### config.mk
export PLATFORM = sky130hd
export DESIGN_NAME = alu_rr_arbiter
export DESIGN_NICKNAME = d
export VERILOG_FILES = /design/src/rtl/alu_rr_arbiter.sv
export SDC_FILE = /design/constraint.sdc
export NUM_CORES = 1
export LEC_CHECK = 0
export ABC_AREA = 1
export CAP_MARGIN = 30
export CELL_PAD_IN_SITES_DETAIL_PLACEMENT = 0
export CELL_PAD_IN_SITES_GLOBAL_PLACEMENT = 2
export CORE_MARGIN = 2
export CORE_UTILIZATION = 22
export CTS_BUF_LIST = sky130_fd_sc_hd__clkbuf_16
export DETAILED_ROUTE_END_ITERATION = 10
export PLACE_DENSITY_LB_ADDON = 0.1
export SYNTH_ARGS = -nofsm -noshare
export SYNTH_HDL_FRONTEND = slang
export SYNTH_SLANG_ARGS = --single-unit
### constraint.sdc
create_clock -name clk -period 2.9 [get_ports clk]
set_clock_uncertainty 0.2 [all_clocks]
set_input_delay 0.58 -clock clk [delete_from_list [all_inputs] [get_ports clk]]
set_output_delay 0.58 -clock clk [all_outputs]
set_load 0.01 [all_outputs]
### src/rtl/alu_rr_arbiter.sv
// Round-robin arbiter sharing one combinational ALU between two requesters.
// Optional result flags (rsp_zero, rsp_neg) are built when ALU_RR_ARBITER_FLAGS_EN is defined.
//
// state | meaning
// IDLE  | no op in flight; request handshake is open
// EXEC  | operands driven to the ALU, result settles this cycle
// RESP  | result held for the owner until its rsp_ready
module alu_rr_arbiter #(
    parameter int DATA_W = 8,
    parameter int OP_W   = 3
) (
    input  logic              clk,
    input  logic              rst_n,
    input  logic              req_valid_0,
    output logic              req_ready_0,
    input  logic [DATA_W-1:0] req_a_0,
    input  logic [DATA_W-1:0] req_b_0,
    input  logic [OP_W-1:0]   req_op_0,
    output logic              rsp_valid_0,
    input  logic              rsp_ready_0,
    input  logic              req_valid_1,
    output logic              req_ready_1,
    input  logic [DATA_W-1:0] req_a_1,
    input  logic [DATA_W-1:0] req_b_1,
    input  logic [OP_W-1:0]   req_op_1,
    output logic              rsp_valid_1,
    input  logic              rsp_ready_1,
    output logic [DATA_W-1:0] rsp_data,
    output logic [DATA_W-1:0] alu_opperand_1,
    output logic [DATA_W-1:0] alu_opperand_2,
    output logic [OP_W-1:0]   alu_opcode,
    input  logic [DATA_W-1:0] alu_out,
`ifdef ALU_RR_ARBITER_FLAGS_EN
    output logic              rsp_zero,
    output logic              rsp_neg,
`endif
    output logic              busy
);

    typedef enum logic [1:0] {
        IDLE = 2'd0,
        EXEC = 2'd1,
        RESP = 2'd2
    } state_t;

    state_t state;
    logic   last_grant;
    logic   owner;
    logic   grant_0;
    logic   grant_1;
    logic   rsp_ready_owner;

    // Under contention the port that did not win last time is served.
    always_comb begin
        grant_0 = 1'b0;
        grant_1 = 1'b0;
        if (state == IDLE && rst_n) begin
            if (req_valid_0 && req_valid_1) begin
                grant_0 = last_grant;
                grant_1 = !last_grant;
            end else begin
                grant_0 = req_valid_0;
                grant_1 = req_valid_1;
            end
        end
    end

    assign req_ready_0     = grant_0;
    assign req_ready_1     = grant_1;
    assign rsp_ready_owner = owner ? rsp_ready_1 : rsp_ready_0;

    always_ff @(posedge clk or negedge rst_n) begin
        if (!rst_n) begin
            state          <= IDLE;
            last_grant     <= 1'b1;
            owner          <= 1'b0;
            alu_opperand_1 <= '0;
            alu_opperand_2 <= '0;
            alu_opcode     <= '0;
            rsp_data       <= '0;
            rsp_valid_0    <= 1'b0;
            rsp_valid_1    <= 1'b0;
            busy           <= 1'b0;
`ifdef ALU_RR_ARBITER_FLAGS_EN
            rsp_zero       <= 1'b0;
            rsp_neg        <= 1'b0;
`endif
        end else begin
            case (state)
                IDLE: begin
                    if (grant_0 || grant_1) begin
                        alu_opperand_1 <= grant_1 ? req_a_1  : req_a_0;
                        alu_opperand_2 <= grant_1 ? req_b_1  : req_b_0;
                        alu_opcode     <= grant_1 ? req_op_1 : req_op_0;
                        owner          <= grant_1;
                        last_grant     <= grant_1;
                        busy           <= 1'b1;
                        state          <= EXEC;
                    end
                end
                EXEC: begin
                    rsp_data    <= alu_out;
                    rsp_valid_0 <= !owner;
                    rsp_valid_1 <= owner;
`ifdef ALU_RR_ARBITER_FLAGS_EN
                    rsp_zero    <= (alu_out == '0);
                    rsp_neg     <= alu_out[DATA_W-1];
`endif
                    state       <= RESP;
                end
                RESP: begin
                    if (rsp_ready_owner) begin
                        rsp_valid_0 <= 1'b0;
                        rsp_valid_1 <= 1'b0;
                        busy        <= 1'b0;
                        state       <= IDLE;
                    end
                end
                default: begin
                    busy  <= 1'b0;
                    state <= IDLE;
                end
            endcase
        end
    end

endmodule

# Word-level counts from Yosys, hierarchy flattened
# Cells that the tools add are included.
[classes]
n_eq_ne = 4
muxes = 16
reduce_logical = 11
n_bitwise = 1
[op_table]
columns = ["op", "count"]
rows = [
  ["8-bit 2-to-1 mux", 2],
  ["1-bit 2-to-1 mux", 7],
  ["2-bit one-hot mux with 3 select lines", 1],
  ["2-bit AND reduction", 3],
  ["2-bit 2-to-1 mux", 2],
  ["1-bit one-hot mux with 2 select lines", 2],
  ["3-bit 2-to-1 mux", 1],
  ["1-bit one-hot mux with 3 select lines", 1],
  ["3-bit AND reduction", 1],
  ["2-bit by 1-bit == test with 1-bit output, second input constant", 1],
  ["2-bit == test, second input constant", 1],
  ["1-bit logical AND", 2],
  ["1-bit logical NOT", 2],
  ["2-bit logical NOT", 1],
  ["2-bit by 1-bit inequality test with 1-bit output, second input constant", 1],
  ["2-bit inequality test, second input constant", 1],
  ["2-bit nonzero test", 1],
  ["1-bit logical OR", 1],
  ["1-bit inverter", 1],
]
[totals]
wordCells = 42
regBits = 34
output_inout_bits = 32

# Longest topological paths before layout
# Gate-level depths: netlist of the first run.
[depth]
depth_word = 6
depth_mapped = 8
ltp_nobuf = 7

# Worst setup path before layout of the first run
# Ideal clock, no wire load.
[synth_timing]
path_type = "in2out"
from = "input port rst_n"
to = "output port req_ready_1"
setup_slack_ps = 1042
arrival_time_ps = 1078
path_buffers = 1
path_stages = 5
path_cell_list = "nand2_1 -> nor2_2 -> nand2_1 -> buf_2 -> inv_1"
[synth_via]
elab_chain_cells = 2
[synth_rtl]
columns = ["element", "line_no", "text"]
rows = [
  ["from (decl)", "13", "input logic rst_n,"],
  ["1-bit logical AND", "57", "if (state == IDLE && rst_n) begin"],
  ["1-bit 2-to-1 mux", "57", ""],
  ["to (decl)", "22", "output logic req_ready_1,"],
]
# Every way passes these cells.

# Worst setup path after layout of the first run
[layout_timing]
from = "input port req_valid_1"
to = "output port req_ready_1"
[layout_via]
elab_chain_cells = 3
[layout_rtl]
columns = ["element", "line_no", "text"]
rows = [
  ["from (decl)", "21", "input logic req_valid_1,"],
  ["1-bit logical AND", "58", "if (req_valid_0 && req_valid_1) begin"],
  ["1-bit 2-to-1 mux *", "58", ""],
  ["1-bit 2-to-1 mux *", "57", ""],
]
# Mark *: on every way between the ends. The rest lies on a longest branch, timed or not.

==> metrics.txt, run 1 <==
final setup vio count 0; r2r worst-path depth 6; CP Buf/Inv Count 4; power per cell area ~900 nW/µm²; HPWL Detailed 3480 µm; Cell Area, Synth 1740 µm²; CTS buffer count 5; GRT Total Usage between 10 and 15%; TritonCTS clock tree built; Worst-path clk slew 0.06 ns; Critical Path RT around 2.1 ns; Setup Buffers After CTS 0; drt wl/cell 11.9 µm; Ports 84; critical path class input port to output port; Via density 3.97; outcome complete, no violations; Slew @ Worst Pin between 0.7 and 0.8 ns; f_max 0.365 GHz; GRT Residual Overflow 0; Cells after Synth about 240; post-cts sizing count 0; largest net degree at the start of global routing 35; remaining antenna violation count 0; most common cell after layout, fill and taps aside nand2_1; Synth top area share between 40% and 50%; first-pass GRT wire length between 8000 and 9000 µm; Max VDD drop around 230 µV; die width 92.9 µm; placer congestion estimate approximately 0.71; Hold WS about 0.21 ns; final slew viol count 0; Post-CTS Hold Buffers 0; drt initial violations 37; TNS Setup 0 ns; vias after detailed routing 1685; Post-Route WL 5050 µm; CTS root buf clkbuf_16; area leader, netlist dfrtp_1; crit path launch type input port; fin nets roughly 370; crit-path max cell delay between 0.5 and 0.6 ns; Diodes inserted 0; footprint of the multi-input gates around 620 µm²; Leak 1.45 nW; CP endpoint kind output port; Pre-antenna DRT Iters 4; cell depth of the worst setup path 6; min Tclk post-route roughly 2.7 ns; CP top delay family buffers and inverters; Crit-path slowest cell clkdlybuf4s50_1; Site Rows 32; H-tree Lvls 2; max-cap viol count 0; Final Hold Fails 0; Yosys cell types 16; TritonCTS Sinks 34; die area about 8600 µm²; Core ar. 7690 µm²; sequential area share after synthesis about half; RSZ-0062 raised after global routing no; critical path cell sequence clkdlybuf4s50_1, inv_1, a21oi_2, nand2_1, inv_1, clkdlybuf4s50_1; number of synthesized register bits 34; Slew HR between 50% and 60%; initial antenna violation count 0; Min-Delay Path Class input port to async pin; number of remaining DRC errors 0; synthesized area per cell ~7.3 µm²; Area Overhead vs Synth 61.4%; Worst Path Arrival 1.96 ns; fill count 847; die height slightly above 90 µm; most frequent cells in the layout 91 x nand2_1, 82 x clkdlybuf4s50_1, 46 x inv_1; fin crit share between 90 and 100%; layout cells sized above 1 5.90%; Port Buffers between 80 and 90; Clock Tree Buf Depth 2; Initial Util between 20% and 30%; vias in the first global route between 1500 and 2000; Post-Syn Nets between 200 and 300; Ys Warns 0; latest clock arrival within the worst-skew pair 0.28 ns; Register Area around 850 µm²; worst-path maximum fanout 3; Synth area leaders dfrtp_1 47%, nand2_1 20%, nand3_1 12%
## flip-flops by register name, indices dropped and copies added (netlist names)
register        flops
alu_opcode          3
busy                1
rsp_valid_0         1
last_grant          1
alu_opperand_1      8
owner               1
alu_opperand_2      8
state               2
rsp_valid_1         1
rsp_data            8
## final timing paths
kind                             start           endpoint  slack (ns)
min                              rst_n  alu_opperand_1[2]        0.21
min in group clk                  busy               busy        0.27
max in group asynchronous        rst_n         last_grant        1.94
max                        req_valid_1        req_ready_1        0.16
max reg2reg                   state[0]  alu_opperand_1[4]        1.21
min reg2reg                       busy               busy        0.27
## logic make-up (layout without fill, tap and decap cells)
kind of cell           Yosys count  count (layout)  share of synthesized area (%)
buffers and inverters           58             143                           15.5
flip-flops                      34              34                           49.0
AO/OA/AOI/OAI                    8               8                           2.66
AND/OR/NAND/NOR                137             137                           32.8
## report_power, final
| part | switching, mW | internal [mW] |
|---|---|---|
| clock | 0.207 | 0.405 |
| sequential | 0.126 | 0.708 |
| combinational | 0.515 | 0.565 |
## final cells by class
class                      instances  area share [%]
clock buffer                       5            4.46
clock inverter                     3            1.60
inverter                          47            6.29
multi-input combinational        145            22.0
sequential                        34            30.4
tap                              102            4.55
timing repair buffer              88            30.8
## synthesized netlist by cell type
cell,number
nand2_1,91
inv_1,46
nand3_1,41
dfrtp_1,33
buf_6,5
o21ai_0,4
buf_2,3
buf_4,3
nor2_1,3
a21oi_1,2
a21oi_2,1
dfstp_2,1
inv_2,1
nand2_2,1
nor2_2,1
o211ai_1,1
## metal layers
layer,up-vias,global-route usage (%),wire (µm)
met5,-,0,0
met2,47,21.0,2430
met3,7,3.25,267
met4,0,4.29,69
li1,878,-,-
met1,753,15.9,2270
## through the flow
| step | std cells | power [mW] | utilization [%] | setup slack (ns) | area (µm²) |
|---|---|---|---|---|---|
| 2_1_floorplan | 237 | 1.36 | - | 1.04 | 1740 |
| 3_3_place_gp | 416 | 1.95 | 34.3 | 0.126 | 2640 |
| 3_5_place_dp | 416 | 1.95 | 34.3 | 0.128 | 2640 |
| 4_1_cts | 424 | 2.58 | 36.5 | 0.127 | 2810 |
| 5_1_grt | 424 | 2.73 | 36.5 | 0.0584 | 2810 |
| 6_report | 424 | 2.53 | 36.5 | 0.158 | 2810 |
Power figures use the tool's default switching activity.
==> run 2: changes to the inputs <==
--- a/config.mk
+++ b/config.mk
@@ -14,6 +14,7 @@
 export CTS_BUF_LIST = sky130_fd_sc_hd__clkbuf_16
 export DETAILED_ROUTE_END_ITERATION = 10
 export PLACE_DENSITY_LB_ADDON = 0.1
+export RECOVER_POWER = 50
 export SYNTH_ARGS = -nofsm -noshare
 export SYNTH_HDL_FRONTEND = slang
 export SYNTH_SLANG_ARGS = --single-unit
==> run 2 against run 1 <==
  * Setup slack improved by 0.00065 ns
  * Sequential share of layout area increased by 0.095 points
  * First-iteration DRC count shrank 14%
  * Flip-flop and latch count unchanged
  * Clock power is essentially flat
  * Combinational power about the same
  * The flow now finishes with violations (max-capacitance violations, max-slew violations)
  * Die area unchanged
  * Worst hold slack better by 0.056 ns
==> metrics.txt, run 2 (same netlist as run 1, synthesis figures left out) <==
Worst-path clk slew 0.06 ns; first-pass GRT wire length around 8400 µm; most common cell after layout, fill and taps aside nand2_1; outcome finished with violations; max-cap viol count 1; Post-CTS Hold Buffers 0; CTS buffer count 5; Leak between 1 and 1.5 nW; crit path from req_valid_1; Finished Layout Cells around 420; TritonCTS Sinks 34; GRT Total Usage 12.6%; Site Rows 32; end point of the critical path req_ready_1; Min-Delay Path Class flop to flop; worst-path maximum fanout 3; HPWL Detailed between 3000 and 4000 µm; Worst Path Arrival just under 2 ns; final setup vio count 0; remaining antenna violation count 0; TNS Setup 0 ns; crit path launch type input port; TritonCTS clock tree built; latest clock arrival within the worst-skew pair about 0.28 ns; R2R Setup Slk about 0.74 ns; largest net degree at the start of global routing 35; Diodes inserted 0; Crit-path slowest cell clkdlybuf4s50_1; Seq pwr share between 30% and 40%; die height 92.9 µm; number of remaining DRC errors 0; post-cts sizing count 0; drt initial violations 32; H-tree Lvls 2; Hold WS between 0.2 and 0.3 ns; Net Sw Frac 33.6%; Via density 4.00; Max VDD drop 230 µV; Slew HR -26.7%; Layout Utilization 36.4%; CTS root buf clkbuf_16; vias after detailed routing 1695; vias in the first global route roughly 1700; drt wl/cell between 10 and 15 µm; final slew viol count 35; Ports 84; CP endpoint kind output port; Register Area roughly 850 µm²; PnR worst setup slack 0.159 ns; placer congestion estimate just over 0.7; layout cells sized above 1 under 10%; die width roughly 93 µm; fin nets 373; Port Buffers 83; die area 8630 µm²; fill count 850; Pint around 1.7 mW; footprint of the multi-input gates a little over 600 µm²; initial antenna violation count 0; GRT Residual Overflow 0; Worst R2R Start state[0]; failing checks max-capacitance violations, max-slew violations; Setup Buffers After CTS 0; RSZ-0062 raised after global routing no; Initial Util 22.6%; Final Hold Fails 0; fin crit share a little over nine tenths; Slew @ Worst Pin around 1.9 ns; critical path cell sequence clkdlybuf4s50_1, inv_1, a21oi_2, nand2_1, inv_1, clkdlybuf4s50_1; Comb pwr share 42.5%; Switching Power between 0.8 and 0.9 mW; crit-path max cell delay ~0.55 ns; clock power share 24.3%; Placed Cells ~420; Reg2Reg Capture Point alu_opperand_2[1]; r2r worst-path depth 6; most frequent cells in the layout 91 x nand2_1, 79 x clkdlybuf4s50_1, 46 x inv_1; biggest regs alu_opperand_1 (8), alu_opperand_2 (8), rsp_data (8); Clock Tree Buf Depth 2; f_max between 0.3 and 0.4 GHz; Core ar. ~7700 µm²; Critical Path RT between 2 and 2.5 ns; critical path class input port to output port; Post-Route WL 5020 µm; worst slack at placement approximately 0.13 ns; min Tclk post-route about 2.7 ns; Pre-antenna DRT Iters 4; Area Overhead vs Synth 60.9%; power per cell area 898 nW/µm²
run 2: layout make-up:
type	instances	share of cell area [%]
Tap cell	102	4.56
Inverter	47	6.31
Timing Repair Buffer	88	30.5
Clock buffer	5	4.47
Sequential cell	34	30.5
Multi-Input combinational cell	145	22.0
Clock inverter	3	1.61
run 2: worst min-delay path by stage:
| stage | startpoint | cells after the start | slack (ns) | end |
|---|---|---|---|---|
| after floorplan | rst_n | 0 | 0.08 | alu_opcode[0] |
| after global placement | busy | 2 | 0.26 | busy |
| after detailed placement | busy | 2 | 0.26 | busy |
| after CTS | rst_n | 2 | 0.24 | state[1] |
| after global routing | alu_opperand_2[1] | 2 | 0.28 | alu_opperand_2[1] |
| final | busy | 2 | 0.27 | busy |
run 2: power by group through the flow:
stage	Clock (mW)	Combinational (mW)	Sequential [mW]
2_1_floorplan	0	0.427	0.933
3_3_place_gp	0	1.10	0.842
3_5_place_dp	0	1.11	0.842
4_1_cts	0.632	1.11	0.839
5_1_grt	0.651	1.20	0.867
6_report	0.611	1.07	0.834
run 2: stage by stage:
| step | cell area (µm²) | power (mW) |
|---|---|---|
| final | 2800 | 2.51 |
| after detailed placement | 2640 | 1.95 |
| after floorplan | 1740 | 1.36 |
| after global routing | 2800 | 2.72 |
| after global placement | 2640 | 1.95 |
| after CTS | 2810 | 2.58 |
run 2: per-layer routing:
layer	global-route usage [%]	wire, µm	vias up
li1	-	-	878
met1	15.9	2220	758
met2	21.0	2430	50
met3	3.25	290	9
met4	4.29	79	0
met5	0	0	-
run 2: worst max-delay path: cells and delay by family:
family	cells	cell delay [ns]
AO/OA/AOI/OAI	1	0.14
buffers and inverters	4	1.17
AND/OR/NAND/NOR	1	0.09
==> run 3: changes to the inputs <==
--- a/config.mk
+++ b/config.mk
@@ -13,7 +13,7 @@
 export CORE_UTILIZATION = 22
 export CTS_BUF_LIST = sky130_fd_sc_hd__clkbuf_16
 export DETAILED_ROUTE_END_ITERATION = 10
-export PLACE_DENSITY_LB_ADDON = 0.1
+export PLACE_DENSITY = 0.8
 export RECOVER_POWER = 50
 export SYNTH_ARGS = -nofsm -noshare
 export SYNTH_HDL_FRONTEND = slang
==> run 3 against run 2 <==
  * The run now ends clean
  * Sequential share of layout area grew 0.32 points
  * Fmax is essentially flat
  * Die area is the same
  * Critical endpoint unchanged
  * Sequential power grew 1%
  * Final cell count grew 0.24%
  * Global-route usage shrank 0.67 points
  * Critical path type unchanged
==> metrics.txt, run 3 (same netlist as run 1, synthesis figures left out) <==
outcome complete, no violations; post-cts sizing count 0; Max VDD drop between 300 and 400 µV; Worst-path clk slew 0.05 ns; initial antenna violation count 0; drt wl/cell approximately 11 µm; Final Hold Fails 0; Worst Hold Path EP busy; Reg2Reg Capture Point alu_opperand_2[3]; Area Overhead vs Synth 59.2%; Seq pwr share between 30% and 40%; TNS Setup 0 ns; H-tree Lvls 2; Diodes inserted 0; die height between 90 and 100 µm; Worst Path Arrival 1.96 ns; die width 92.9 µm; crit path launch type input port; Critical Path RT 2.12 ns; Clock Tree Buf Depth 2; fin nets about 370; number of remaining DRC errors 0; HPWL Detailed between 3000 and 4000 µm; Hold WS approximately 0.27 ns; largest net degree at the start of global routing 23; Ports 84; TritonCTS clock tree built; Site Rows 32; first-pass GRT wire length around 8300 µm; Leak 1.43 nW; CTS root buf clkbuf_16; Switching Power 0.832 mW; placer congestion estimate roughly 0.67; Worst R2R Start state[1]; biggest regs alu_opperand_1 (8), alu_opperand_2 (8), rsp_data (8); Core ar. between 7000 and 8000 µm²; Via density approximately 3.9; R2R Setup Slk 1.21 ns; Net Sw Frac 34.6%; worst-path maximum fanout 3; vias in the first global route 1762; fill count approximately 840; Slew HR 24.1%; Min-Delay Path Class flop to flop; min Tclk post-route 2.74 ns; drt initial violations 37; Port Buffers 83; final setup vio count 0; fin crit share a little over nine tenths; power per cell area between 800 and 900 nW/µm²; vias after detailed routing around 1700; dpl cell area 2640 µm²; final slew viol count 0; Power Total roughly 2.4 mW; max-cap viol count 0; critical path class input port to output port; Slew @ Worst Pin 1.14 ns; remaining antenna violation count 0; f_max 0.365 GHz; Post-CTS Hold Buffers 0; Pint between 1.5 and 2 mW; Initial Util approximately 23%; Comb pwr share around 44%; most common cell after layout, fill and taps aside nand2_1; HP Start busy; GRT Total Usage between 10% and 20%; latest clock arrival within the worst-skew pair around 0.27 ns; layout cells sized above 1 4.33%; Setup Buffers After CTS 0; CP endpoint kind output port; r2r worst-path depth 6; Layout Utilization a little over a third; clock power share 20.5%; worst hold path depth 2; RSZ-0062 raised after global routing no; CTS buffer count 5; GRT Residual Overflow 0; most frequent cells in the layout 91 x nand2_1, 79 x clkdlybuf4s50_1, 46 x inv_1; die area ~8600 µm²; TritonCTS Sinks 34; Pre-antenna DRT Iters 4; Post-Route WL slightly below 5000 µm; post-route cell area around 2800 µm²
==> run 3: layout make-up <==
cell class                 count  area, µm²  share of cell area [%]
clock inverter                 3       11.3                   0.407
clock buffer                   5        125                    4.52
multi-input combinational    145        617                    22.3
timing repair buffer          89        860                    31.0
sequential                    34        852                    30.8
tap                          102        128                    4.61
inverter                      47        176                    6.37
==> run 3: worst max-delay path, stage by stage <==
cell             delay [ns]
clkdlybuf4s50_1        0.51
inv_1                  0.06
a21oi_2                0.12
nand2_1                0.08
inv_1                  0.06
clkdlybuf4s50_1        0.54
==> run 3: per-layer routing <==
metal	vias up	share of wire (%)	global-route usage, %
li1	876	-	-
met1	744	46	15.5
met2	37	50	20.7
met3	2	3.4	2.20
met4	0	0.45	2.57
met5	-	0	0
==> run 3: worst max path at each step <==
stage | from | to | slack, ns | cells after the start
finish | req_valid_1 | req_ready_1 | 0.16 | 6
global route | req_valid_1 | req_ready_1 | 0.04 | 6
CTS | req_valid_1 | req_ready_1 | 0.14 | 6
detailed placement | req_valid_1 | req_ready_1 | 0.15 | 6
global placement | req_valid_1 | req_ready_1 | 0.13 | 6
floorplan | rst_n | req_ready_1 | 1.04 | 5
==> run 3: power groups by stage <==
stage	Clock [mW]	Sequential [mW]	Combinational (mW)
6_report	0.494	0.844	1.07
5_1_grt	0.536	0.876	1.19
4_1_cts	0.512	0.849	1.10
3_5_place_dp	0	0.849	1.10
3_3_place_gp	0	0.847	1.09
2_1_floorplan	0	0.933	0.427
==> run 3: stage by stage <==
step	instances	setup slack (ns)
final	425	0.158
after CTS	425	0.137
after floorplan	237	1.04
after detailed placement	417	0.154
after global placement	417	0.135
after global routing	425	0.0401
